[config.mk]
export PLATFORM = sky130hd
export DESIGN_NAME = qtree_lookup_buf
export DESIGN_NICKNAME = d
export VERILOG_FILES = /design/src/rtl/qtree_pkg.sv /design/src/rtl/qtree_res_fifo.sv /design/src/rtl/qtree_lookup_buf.sv
export SDC_FILE = /design/constraint.sdc
export NUM_CORES = 1
export LEC_CHECK = 0
export BUFFER_PORTS_ARGS = -buffer_cell sky130_fd_sc_hd__clkbuf_2
export CORE_MARGIN = 10
export CORE_UTILIZATION = 55
export CTS_CLUSTER_DIAMETER = 150
export DETAILED_ROUTE_END_ITERATION = 6
export PLACE_DENSITY = 0.73
export SKIP_LAST_GASP = 1
export SLEW_MARGIN = 20
export SYNTH_ARGS = -nofsm -noshare
export SYNTH_HDL_FRONTEND = slang
export SYNTH_SLANG_ARGS = --single-unit
[constraint.sdc]
create_clock -name clk_i -period 5.5 [get_ports clk_i]
set_input_delay 1.1 -clock clk_i [delete_from_list [all_inputs] [get_ports clk_i]]
set_output_delay 1.1 -clock clk_i [all_outputs]
set_load 0.05 [all_outputs]
[src/rtl/qtree_pkg.sv]
// qtree_pkg: shared types and default widths for the quadtree lookup
// front/back end. The result record width is fixed here; the top-level
// D_WIDTH/A_WIDTH parameters default to these constants and must match them.
package qtree_pkg;

    localparam int QT_D_WIDTH = 16;
    localparam int QT_A_WIDTH = 14;
    localparam int QT_DEPTH   = 16;

    // One result word as returned by the match stage.
    typedef struct packed {
        logic                  match;
        logic [QT_A_WIDTH-1:0] addr;
        logic [QT_D_WIDTH-1:0] data;
    } qtree_res_t;

    // Increment that sticks at all-ones instead of wrapping.
    function automatic logic [31:0] sat_inc32(input logic [31:0] v);
        return (v == 32'hFFFF_FFFF) ? v : v + 32'd1;
    endfunction

endpackage

[src/rtl/qtree_res_fifo.sv]
// qtree_res_fifo: synchronous FIFO of qtree_res_t with a registered head.
// The head register is loaded from the write data directly when the entry
// being written is the one that becomes head, so an empty FIFO shows a push
// one cycle later and a push+pop at count==1 has no bubble.
module qtree_res_fifo
    import qtree_pkg::*;
#(
    parameter int DEPTH     = QT_DEPTH,
    parameter int CNT_WIDTH = $clog2(DEPTH) + 1
) (
    input  logic                 clk_i,
    input  logic                 rst_i,
    input  logic                 push_i,
    input  qtree_res_t           push_data_i,
    input  logic                 pop_i,
    output logic                 head_valid_o,
    output qtree_res_t           head_o,
    output logic [CNT_WIDTH-1:0] count_o,
    output logic                 full_o,
    output logic                 empty_o
);

    localparam int PTR_W = (DEPTH > 1) ? $clog2(DEPTH) : 1;

    qtree_res_t           mem_q [DEPTH];
    logic [PTR_W-1:0]     wr_ptr_q, wr_ptr_d;
    logic [PTR_W-1:0]     rd_ptr_q, rd_ptr_d;
    logic [CNT_WIDTH-1:0] count_q, count_d;
    logic                 head_valid_q, head_valid_d;
    qtree_res_t           head_q, head_d;
    logic                 push_ok;
    logic                 pop_ok;
    logic                 full;

    assign full         = (count_q == CNT_WIDTH'(DEPTH));
    assign pop_ok       = pop_i && head_valid_q;
    // A push into a full FIFO only lands when the head leaves in the same cycle.
    assign push_ok      = push_i && (!full || pop_ok);

    assign head_valid_o = head_valid_q;
    assign head_o       = head_q;
    assign count_o      = count_q;
    assign full_o       = full;
    assign empty_o      = !head_valid_q;

    // Next pointers, occupancy and the head word for the following cycle.
    always_comb begin
        wr_ptr_d     = wr_ptr_q + PTR_W'(push_ok);
        rd_ptr_d     = rd_ptr_q + PTR_W'(pop_ok);
        count_d      = count_q + CNT_WIDTH'(push_ok) - CNT_WIDTH'(pop_ok);
        head_valid_d = (count_d != '0);
        head_d       = head_q;
        if (count_d != '0) begin
            if (push_ok && (wr_ptr_q == rd_ptr_d)) begin
                head_d = push_data_i;
            end else begin
                head_d = mem_q[rd_ptr_d];
            end
        end
    end

    // Control and head registers.
    always_ff @(posedge clk_i or negedge rst_i) begin
        if (!rst_i) begin
            wr_ptr_q     <= '0;
            rd_ptr_q     <= '0;
            count_q      <= '0;
            head_valid_q <= 1'b0;
            head_q       <= '0;
        end else begin
            wr_ptr_q     <= wr_ptr_d;
            rd_ptr_q     <= rd_ptr_d;
            count_q      <= count_d;
            head_valid_q <= head_valid_d;
            head_q       <= head_d;
        end
    end

    // Storage array; contents are meaningless until written so no reset.
    always_ff @(posedge clk_i) begin
        if (push_ok) begin
            mem_q[wr_ptr_q] <= push_data_i;
        end
    end

endmodule

[src/rtl/qtree_lookup_buf.sv]
// qtree_lookup_buf: request/issue front end and result FIFO back end around
// the non-stalling quadtree pipeline. Credits (in flight + stored) bound the
// number of outstanding lookups to the FIFO depth so no result is dropped.
// Optional: define QTREE_LOOKUP_STATS_EN to add saturating hit/miss counters.
module qtree_lookup_buf
    import qtree_pkg::*;
#(
    parameter int D_WIDTH   = QT_D_WIDTH,
    parameter int A_WIDTH   = QT_A_WIDTH,
    parameter int DEPTH     = QT_DEPTH,
    parameter int CNT_WIDTH = $clog2(DEPTH) + 1
) (
    input  logic                 clk_i,
    input  logic                 rst_i,
    input  logic                 req_valid_i,
    input  logic [D_WIDTH-1:0]   req_data_i,
    output logic                 req_ready_o,
    output logic                 lookup_en_o,
    output logic [D_WIDTH-1:0]   lookup_data_o,
    input  logic                 lookup_done_i,
    input  logic                 lookup_match_i,
    input  logic [A_WIDTH-1:0]   lookup_addr_i,
    input  logic [D_WIDTH-1:0]   lookup_data_i,
    output logic                 res_valid_o,
    input  logic                 res_ready_i,
    output logic                 res_match_o,
    output logic [A_WIDTH-1:0]   res_addr_o,
    output logic [D_WIDTH-1:0]   res_data_o,
    output logic [CNT_WIDTH-1:0] inflight_o,
    output logic                 err_o
`ifdef QTREE_LOOKUP_STATS_EN
    ,
    output logic [31:0]          hit_cnt_o,
    output logic [31:0]          miss_cnt_o
`endif
);

    logic                 lookup_en_q, lookup_en_d;
    logic [D_WIDTH-1:0]   lookup_data_q, lookup_data_d;
    logic [CNT_WIDTH-1:0] inflight_q, inflight_d;
    logic                 err_q, err_d;

    logic [CNT_WIDTH:0]   occupancy;
    logic                 accept;
    logic                 done_ok;
    logic                 done_orphan;
    logic                 fifo_pop;
    logic                 fifo_drop;
    logic                 fifo_full;
    logic                 fifo_empty;
    logic                 head_valid;
    logic [CNT_WIDTH-1:0] fifo_count;
    qtree_res_t           push_res;
    qtree_res_t           head_res;

    // Credit check uses registered state only, so ready never depends on valid.
    assign occupancy   = {1'b0, inflight_q} + {1'b0, fifo_count};
    assign req_ready_o = rst_i && (occupancy < (CNT_WIDTH+1)'(DEPTH));
    assign accept      = req_valid_i && req_ready_o;

    // A result with nothing outstanding is spurious and is not stored.
    assign done_ok     = lookup_done_i && (inflight_q != '0);
    assign done_orphan = lookup_done_i && (inflight_q == '0);
    assign fifo_pop    = res_ready_i && !fifo_empty;
    assign fifo_drop   = done_ok && fifo_full && !fifo_pop;

    assign push_res.match = lookup_match_i;
    assign push_res.addr  = lookup_addr_i;
    assign push_res.data  = lookup_data_i;

    qtree_res_fifo #(
        .DEPTH     (DEPTH),
        .CNT_WIDTH (CNT_WIDTH)
    ) u_res_fifo (
        .clk_i        (clk_i),
        .rst_i        (rst_i),
        .push_i       (done_ok),
        .push_data_i  (push_res),
        .pop_i        (fifo_pop),
        .head_valid_o (head_valid),
        .head_o       (head_res),
        .count_o      (fifo_count),
        .full_o       (fifo_full),
        .empty_o      (fifo_empty)
    );

    assign res_valid_o   = head_valid;
    assign res_match_o   = head_res.match;
    assign res_addr_o    = head_res.addr;
    assign res_data_o    = head_res.data;
    assign lookup_en_o   = lookup_en_q;
    assign lookup_data_o = lookup_data_q;
    assign inflight_o    = inflight_q;
    assign err_o         = err_q;

    // Issue pulse, in-flight accounting and sticky error next state.
    always_comb begin
        lookup_en_d   = accept;
        lookup_data_d = lookup_data_q;
        if (accept) begin
            lookup_data_d = req_data_i;
        end
        inflight_d = inflight_q + CNT_WIDTH'(accept) - CNT_WIDTH'(done_ok);
        err_d      = err_q || done_orphan || fifo_drop;
    end

    // Issue, credit and error registers.
    always_ff @(posedge clk_i or negedge rst_i) begin
        if (!rst_i) begin
            lookup_en_q   <= 1'b0;
            lookup_data_q <= '0;
            inflight_q    <= '0;
            err_q         <= 1'b0;
        end else begin
            lookup_en_q   <= lookup_en_d;
            lookup_data_q <= lookup_data_d;
            inflight_q    <= inflight_d;
            err_q         <= err_d;
        end
    end

`ifdef QTREE_LOOKUP_STATS_EN
    logic [31:0] hit_cnt_q, hit_cnt_d;
    logic [31:0] miss_cnt_q, miss_cnt_d;

    // Count every accepted result by its match flag, saturating.
    always_comb begin
        hit_cnt_d  = hit_cnt_q;
        miss_cnt_d = miss_cnt_q;
        if (done_ok) begin
            if (lookup_match_i) begin
                hit_cnt_d = sat_inc32(hit_cnt_q);
            end else begin
                miss_cnt_d = sat_inc32(miss_cnt_q);
            end
        end
    end

    // Hit/miss counter registers.
    always_ff @(posedge clk_i or negedge rst_i) begin
        if (!rst_i) begin
            hit_cnt_q  <= '0;
            miss_cnt_q <= '0;
        end else begin
            hit_cnt_q  <= hit_cnt_d;
            miss_cnt_q <= miss_cnt_d;
        end
    end

    assign hit_cnt_o  = hit_cnt_q;
    assign miss_cnt_o = miss_cnt_q;
`endif

endmodule

==> results.tsv, run 1 <==
stage	metric	value	unit
cts	clockRootBuffer	clkbuf_16	
global_route	grt_pass1_wl	73700	µm
placed_design	port_buffers	107	
sta	setup_viol	0	
synthesis	yosysTopAreaCell	edfxtp_1	
synthesis	syn_area_per_cell	21.3	µm²
worst_setup_path	critPathSlowestCell	or2_2	
synthesis	synth_top_area_share	0.659	
sta	slew_viol_final	0	
route	drtIter0Drc	1155	
pwr	leakage	8.86	nW
layout	final_design_area_no_fill	25700	µm²
sta	fmax	235	MHz
synthesis	synth_top_cells_by_area	edfxtp_1, mux4_2, dfrtp_1, mux2i_1, o221ai_2	
synthesis	yosysSeqAreaShare	0.735	
route	drt-met1-wl	20300	µm
cts	cts_tree	built	
worst_setup_path	cp.arrival	4.68	ns
worst_setup_path	critical_path_class	reg2reg	
global_route	grt_pass1_vias	11500	
route	routed_wl	48700	µm
synthesis	syn_nets	1132	
synthesis	synth_common_cells	edfxtp_1, mux4_2, dfrtp_1, mux2i_1, inv_1	
synthesis	netlist_instances	1058	
synthesis	synth_area	22600	µm²
layout	layout-drive-gt1-share	0.355	
worst_setup_path	crit_fanout	32	
floorplanning	start_util	0.554	
placed_design	hpwlAfterDp	28200	µm
worst_setup_path	startpoint_type	register	
worst_setup_path	cp_cell_sequence	inv_1, ha_1, or4b_1, o211ai_2, inv_1, ha_1, inv_1, fa_1, inv_1, nor4_1, mux2i_4, or2_2, o221ai_1	
route	ant_nets	0	
layout	fin_nets	1271	
worst_hold_path	hold_path.class	reg2reg	
synthesis	ys_async_sr_fraction	0.121	
status	status	finished, final reports clean	
route	routed_via_density	6.17	
worst_setup_path	max_stage_delay	0.91	ns
route	wl_met2	23900	µm
global_route	grt_overflow	0	
synthesis	yosys_warnings	0	
floorplanning	dieArea	49600	µm²
route	drc	0	
route	wl_per_cell	27.5	µm
cts	insertion_delay	0.60	ns
synthesis	synth-seq-cells	564	
floorplanning	core_area	40700	µm²
sta	max-slew-margin-rel	0.276	
floorplanning	die_w	223	µm
sta	worstMarginPinSlew	1.09	ns
route	routed-wl-met3	3520	µm
placed_design	dpl_cell_area	23900	µm²
run	cap_violations	0	
synthesis	yosysUniqueCellTypes	41	
cts	cts_sinks	564	
synthesis	synth-edff-count	496	
worst_setup_path	cp-end-kind	register	
layout	insertedDiodeCount	0	
sta	hold_viol_final	0	
sta	grt_setup_unrepaired	no	
worst_setup_path	crit_required	5.93	ns
floorplanning	die_y	223	µm
floorplanning	ios	108	
global_route	grt_antenna_before_repair	0	
sta	setup-tns-final	0	ns
sta	min_period_over_period	0.773	
cts	cts_buffers	54	
pwr	power_density	619	nW/µm²
synthesis	synth-main-ff-cell	edfxtp_1	
route	highest_layer	met4	
floorplanning	rows	74	
route	first_pass_iters	5	
sta	period_minus_slack	4.25	ns
cts	htreeDepth	2	
worst_setup_path	path_common_cell	inv_1	
layout	syn_to_final_growth	13.7	%
placed_design	gp_congestion	0.816	
sta	final.setup_skew	0.0322	ns
cts	cts_resized	0	
pwr	ir_drop	471	µV
global_route	grt_max_degree	69	
synthesis	synth.most_common_cell	edfxtp_1	
cts	cts.reportedPaths.clkPinSlew	0.06	ns
global_route	grtUsageTotal	0.197	
cts	ctsHoldBuffers	0	
cts	cts_buffer_depth	3	
cts	cts_setup_buffers	0	
route	num_vias	10900	
power breakdown:
group / switching (W) / internal (W)
logic: 0.00381 / 0.00274
clock network: 0.00151 / 0.00215
registers: 0.000355 / 0.00534
total: 0.00567 / 0.0102
per-layer routing:
| layer | vias up | track usage |
|---|---|---|
| met5 | - | 0 |
| met4 | 0 | 0.0582 |
| met3 | 70 | 0.0370 |
| met2 | 482 | 0.314 |
| met1 | 5753 | 0.274 |
| li1 | 4621 | - |
placed cells by master (no fill, tap or decap), types with 2 or more instances in the layout:
cell	instances
mux4_2	124
clkinv_2	9
a21o_1	4
o211ai_1	31
nand3_1	3
clkbuf_2	106
nor2_4	12
nor3_2	4
and2_1	2
a21oi_1	4
xor2_1	6
bufinv_16	4
clkinv_1	6
inv_1	47
edfxtp_1	496
clkbuf_1	13
mux2_1	8
or4b_1	2
clkbuf_8	10
buf_4	27
buf_12	6
mux2_2	39
ha_1	18
nand2_1	4
nor2_1	5
dfrtp_1	68
nand2b_1	3
clkbuf_16	55
xor2_4	2
xnor2_1	8
fa_1	2
ha_4	2
o221ai_2	30
mux2i_1	62
area by class of cell:
type | instances | area [µm²]
flip-flops and latches | 564 | 16600
multi-input cells | 391 | 5630
inverters | 47 | 176
clock inverters | 20 | 196
well taps | 532 | 666
fillers | 2733 | 15100
clock buffers | 78 | 1560
repair buffers | 139 | 853
stage by stage:
| stage | total power [W] | util | hold slack (ns) | instances | worst slack [ns] |
|---|---|---|---|---|---|
| 2_1_floorplan | 0.0107 | - | 0.478 | 1058 | 1.10 |
| 3_3_place_gp | 0.0123 | 0.587 | 0.449 | 1673 | 0.933 |
| 3_5_place_dp | 0.0124 | 0.587 | 0.450 | 1673 | 0.803 |
| 4_1_cts | 0.0160 | 0.630 | 0.466 | 1771 | 1.29 |
| 5_1_grt | 0.0166 | 0.630 | 0.488 | 1771 | 1.08 |
| 6_report | 0.0159 | 0.630 | 0.464 | 1771 | 1.25 |
worst paths after layout:
path / depth (start not counted) / slack, ns / to / start
worst min-delay path: 1 / 0.46 / err_o / err_o
worst min register to register: 1 / 0.46 / err_o / err_o
max in group asynchronous: 2 / 4.13 / u_res_fifo.head_o[15] / rst_i
worst max-delay path: 13 / 1.25 / u_res_fifo.head_o[7] / inflight_o[2]
worst max register to register: 13 / 1.25 / u_res_fifo.head_o[7] / inflight_o[2]
min in group asynchronous: 2 / 0.76 / inflight_o[1] / rst_i
state kept, by name, indices dropped and copies added (netlist names):
register and count:
err_o 1, inflight_o 5, lookup_data_o 16, lookup_en_o 1, u_res_fifo.count_o 5, u_res_fifo.head_o 31
u_res_fifo.head_valid_o 1, u_res_fifo.mem_q 496, u_res_fifo.rd_ptr_q 4, u_res_fifo.wr_ptr_q 4
worst max-delay path: cells and delay by family, from the launching register on:
| family | cells | cell delay [ns] |
|---|---|---|
| muxes | 1 | 0.39 |
| adders and majority gates | 3 | 0.80 |
| buffers and inverters | 4 | 0.46 |
| DFF | 1 | 0.42 |
| and+or+nand+nor | 3 | 1.60 |
| AOI/OAI and AO/OA | 2 | 0.38 |
logic make-up after synthesis:
group	after synthesis	share of synthesized area
flops	564	0.735
mux	234	0.175
simple gates	43	0.0105
buf+inv	103	0.0240
xor+xnor	17	0.00742
compound gates	75	0.0352
fa+ha+maj	22	0.0129
(Power assumes the default switching activity.)
==> run 2: changes to the inputs <==
--- a/config.mk
+++ b/config.mk
@@ -5,6 +5,7 @@
 export SDC_FILE = /design/constraint.sdc
 export NUM_CORES = 1
 export LEC_CHECK = 0
+export ABC_AREA = 1
 export BUFFER_PORTS_ARGS = -buffer_cell sky130_fd_sc_hd__clkbuf_2
 export CORE_MARGIN = 10
 export CORE_UTILIZATION = 55
==> constraint.sdc (replaced) <==
create_clock -name clk_i -period 4.3 [get_ports clk_i]
set_input_delay 0.86 -clock clk_i [delete_from_list [all_inputs] [get_ports clk_i]]
set_output_delay 0.86 -clock clk_i [all_outputs]
set_load 0.05 [all_outputs]
==> run 2 against run 1 <==
  * Combinational power up 51%
  * Synthesized area up 3.9%
  * Total power increased by 37%
  * Register-to-register slack got worse by 0.31 ns
  * Critical path depth rose by 4
  * Setup slack got worse by 0.31 ns
  * Sequential share of layout area shrank 1.9 points
  * Final area grew 3.1%
  * Largest cell class unchanged
==> results.tsv, run 2 <==
stage	metric	value	unit	change
placed_design	hpwlAfterDp	30800	µm	+9.2%
status	status	finished, final reports clean		
sta	setup_viol	0		unchanged
worst_hold_path	hold_path.class	reg2reg		
synthesis	synth_area	23500	µm²	+3.9%
layout	fillers	3204		+17%
worst_setup_path	cp.arrival	3.89	ns	-0.79 ns
worst_setup_path	critical_path_class	reg2reg		
synthesis	synth-edff-count	496		unchanged
cts	cts.reportedPaths.clkPinSlew	0.06	ns	about the same
synthesis	yosysSeqAreaShare	0.707		-0.0277
cts	cts_buffer_depth	3		unchanged
cts	cts_resized	0		unchanged
synthesis	yosysTopAreaCell	edfxtp_1		
route	wl_per_cell	20.8	µm	-24%
global_route	grt_max_degree	151		+120%
route	ant_nets	0		unchanged
synthesis	ys_async_sr_fraction	0.121		unchanged
route	drc	0		unchanged
sta	min_period_over_period	0.782		+0.00839
worst_setup_path	critPathSlowestCell	dfrtp_1		
placed_design	placed_cells	2692		+61%
floorplanning	die_w	227	µm	+1.8%
layout	syn_to_final_growth	12.8	%	
synthesis	syn_area_per_cell	11.0	µm²	-48%
floorplanning	core_area	42000	µm²	+3.2%
layout	insertedDiodeCount	0		unchanged
layout	layout-drive-gt1-share	0.113		-0.242
synthesis	yosys_warnings	0		unchanged
route	first_pass_iters	6		+1
floorplanning	start_util	0.558		+0.00391
worst_setup_path	cpLargestDelayFamily	simple AND/OR/NAND/NOR gates		
sta	max-slew-margin-rel	0.347		+0.0709
synthesis	syn_nets	2199		+94%
run	cap_violations	0		unchanged
floorplanning	die_y	227	µm	+1.8%
layout	mostFrequentLayoutCell	nand2_1		
worst_setup_path	r2r_cells	17		+4
sta	worstMarginPinSlew	0.980	ns	-0.106 ns
synthesis	synth_common_cells	nand2_1, edfxtp_1, nand3_1, inv_1, buf_2		
sta	final.setup_skew	0.0147	ns	-0.0175 ns
worst_setup_path	cp.depth	17		+4
worst_setup_path	cp-end-kind	register		
sta	setup-tns-final	0	ns	unchanged
cts	cts_sinks	564		unchanged
sta	fmax	298	MHz	+27%
global_route	grt_pass1_wl	89700	µm	+22%
placed_design	port_buffers	107		unchanged
synthesis	synth_top_cells_by_area	edfxtp_1, nand2_1, nand3_1, dfrtp_1, buf_2		
floorplanning	ios	108		unchanged
worst_setup_path	path_buf_inv	5		+1
layout	largest_register_ffs	496		unchanged
global_route	grtUsageTotal	0.227		+0.0298
layout	fin_nets	2284		+80%
sta	whs	0.476	ns	+0.0121 ns
placed_design	gp_congestion	0.837		+2.5%
global_route	grt_overflow	0		unchanged
worst_setup_path	path_common_cell	nand2_1		
global_route	grt_antenna_before_repair	2		+2
synthesis	synth-main-ff-cell	edfxtp_1		
pwr	ir_drop	1080	µV	+130%
synthesis	synth_top_area_share	0.635		-0.0249
layout	final_cell_mix	nand2_1, edfxtp_1, nand3_1		
sta	slew_viol_final	0		unchanged
route	routed_wl	58200	µm	+19%
synthesis	netlist_instances	2125		+100%
synthesis	yosysUniqueCellTypes	26		-37%
sta	period_minus_slack	3.36	ns	-0.892 ns
cts	cts_tree	built		
cts	cts_setup_buffers	0		unchanged
route	routed_via_density	5.68		-8.0%
worst_setup_path	crit_required	4.83	ns	-1.10 ns
route	num_vias	15900		+45%
worst_setup_path	startpoint_type	register		
synthesis	synth-seq-cells	564		unchanged
cts	cts_buffers	55		+1.9%
floorplanning	dieArea	51300	µm²	+3.6%
cts	clockRootBuffer	clkbuf_16		
pwr	leakage	10.6	nW	+20%
layout	final_cells	2796		+58%
floorplanning	rows	75		+1.4%
global_route	grt_pass1_vias	15400		+34%
worst_setup_path	crit_fanout	14		-56%
pwr	power_density	821	nW/µm²	+33%
cts	insertion_delay	0.61	ns	about the same
layout	top_register	u_res_fifo.mem_q		
worst_setup_path	max_stage_delay	0.44	ns	-0.47 ns
cts	ctsHoldBuffers	0		unchanged
route	drtIter0Drc	1747		+51%
synthesis	synth.most_common_cell	nand2_1		
worst_hold_path	hold_depth	1		unchanged
sta	hold_viol_final	0		unchanged
sta	grt_setup_unrepaired	no		
cts	htreeDepth	2		unchanged
worst_setup_path	cp_cell_sequence	inv_1, ha_1, nand3_1, nand3_1, inv_1, ha_1, inv_1, fa_1, nand3b_1, nand2_1, nand2_1, nand2_1, nand3_2, inv_2, buf_4, nand2_1, nand2_1		
-- run 2: cell type report --
| cell class | count | area (µm²) | area share |
|---|---|---|---|
| Multi-Input combinational cell | 1327 | 6000 | 0.227 |
| Clock inverter | 29 | 240 | 0.00907 |
| Tap cell | 539 | 674 | 0.0255 |
| Timing Repair Buffer | 146 | 1010 | 0.0380 |
| Sequential cell | 564 | 16600 | 0.627 |
| Inverter | 116 | 443 | 0.0167 |
| Clock buffer | 75 | 1510 | 0.0571 |
-- run 2: final timing paths --
check	from	endpoint	slack [ns]
min reg2reg	err_o	err_o	0.48
max in group asynchronous	rst_i	u_res_fifo.head_o[26]	3.14
max	inflight_o[2]	u_res_fifo.head_o[21]	0.94
min in group asynchronous	rst_i	lookup_data_o[1]	0.50
max reg2reg	inflight_o[2]	u_res_fifo.head_o[21]	0.94
min	err_o	err_o	0.48
-- run 2: through the flow --
step / power, W / utilization / area, µm² / setup WS (ns)
floorplan: 0.0143 / - / 23500 / 0.982
global route: 0.0231 / 0.630 / 26500 / 0.692
detailed placement: 0.0171 / 0.588 / 24700 / 0.771
global placement: 0.0169 / 0.588 / 24700 / 0.962
finish: 0.0217 / 0.630 / 26500 / 0.939
CTS: 0.0218 / 0.630 / 26500 / 1.02
-- run 2: worst register-to-register path, delay by kind of cell, from the launching register on --
kind          cells  cell delay (ns)
fa+ha+maj         3             0.84
buf+inv           5             0.99
flops             1             0.44
simple gates      9             1.04
-- run 2: power by group --
group	leakage, nW	internal [W]	switching [W]
Clock	0.857	0.00265	0.00203
Sequential	5.30	0.00683	0.000375
Combinational	4.48	0.00275	0.00711
-- run 2: per-layer routing --
metal / global-route usage / share of wire / wire length [µm]
met2: 0.376 / 0.49 / 28400
met4: 0.0725 / 0.023 / 1350
met5: 0 / 0.00046 / 27
met3: 0.0416 / 0.089 / 5180
met1: 0.299 / 0.40 / 23200
-- run 2: logic make-up (layout without fill, tap and decap cells) --
family	after synthesis	after routing	synth area share
adders and majority gates	22	22	0.0124
buffers and inverters	234	366	0.0436
DFF	564	564	0.707
and+or+nand+nor	1274	1274	0.229
AOI/OAI and AO/OA	23	23	0.00506
xor gates and xnor gates	8	8	0.00299
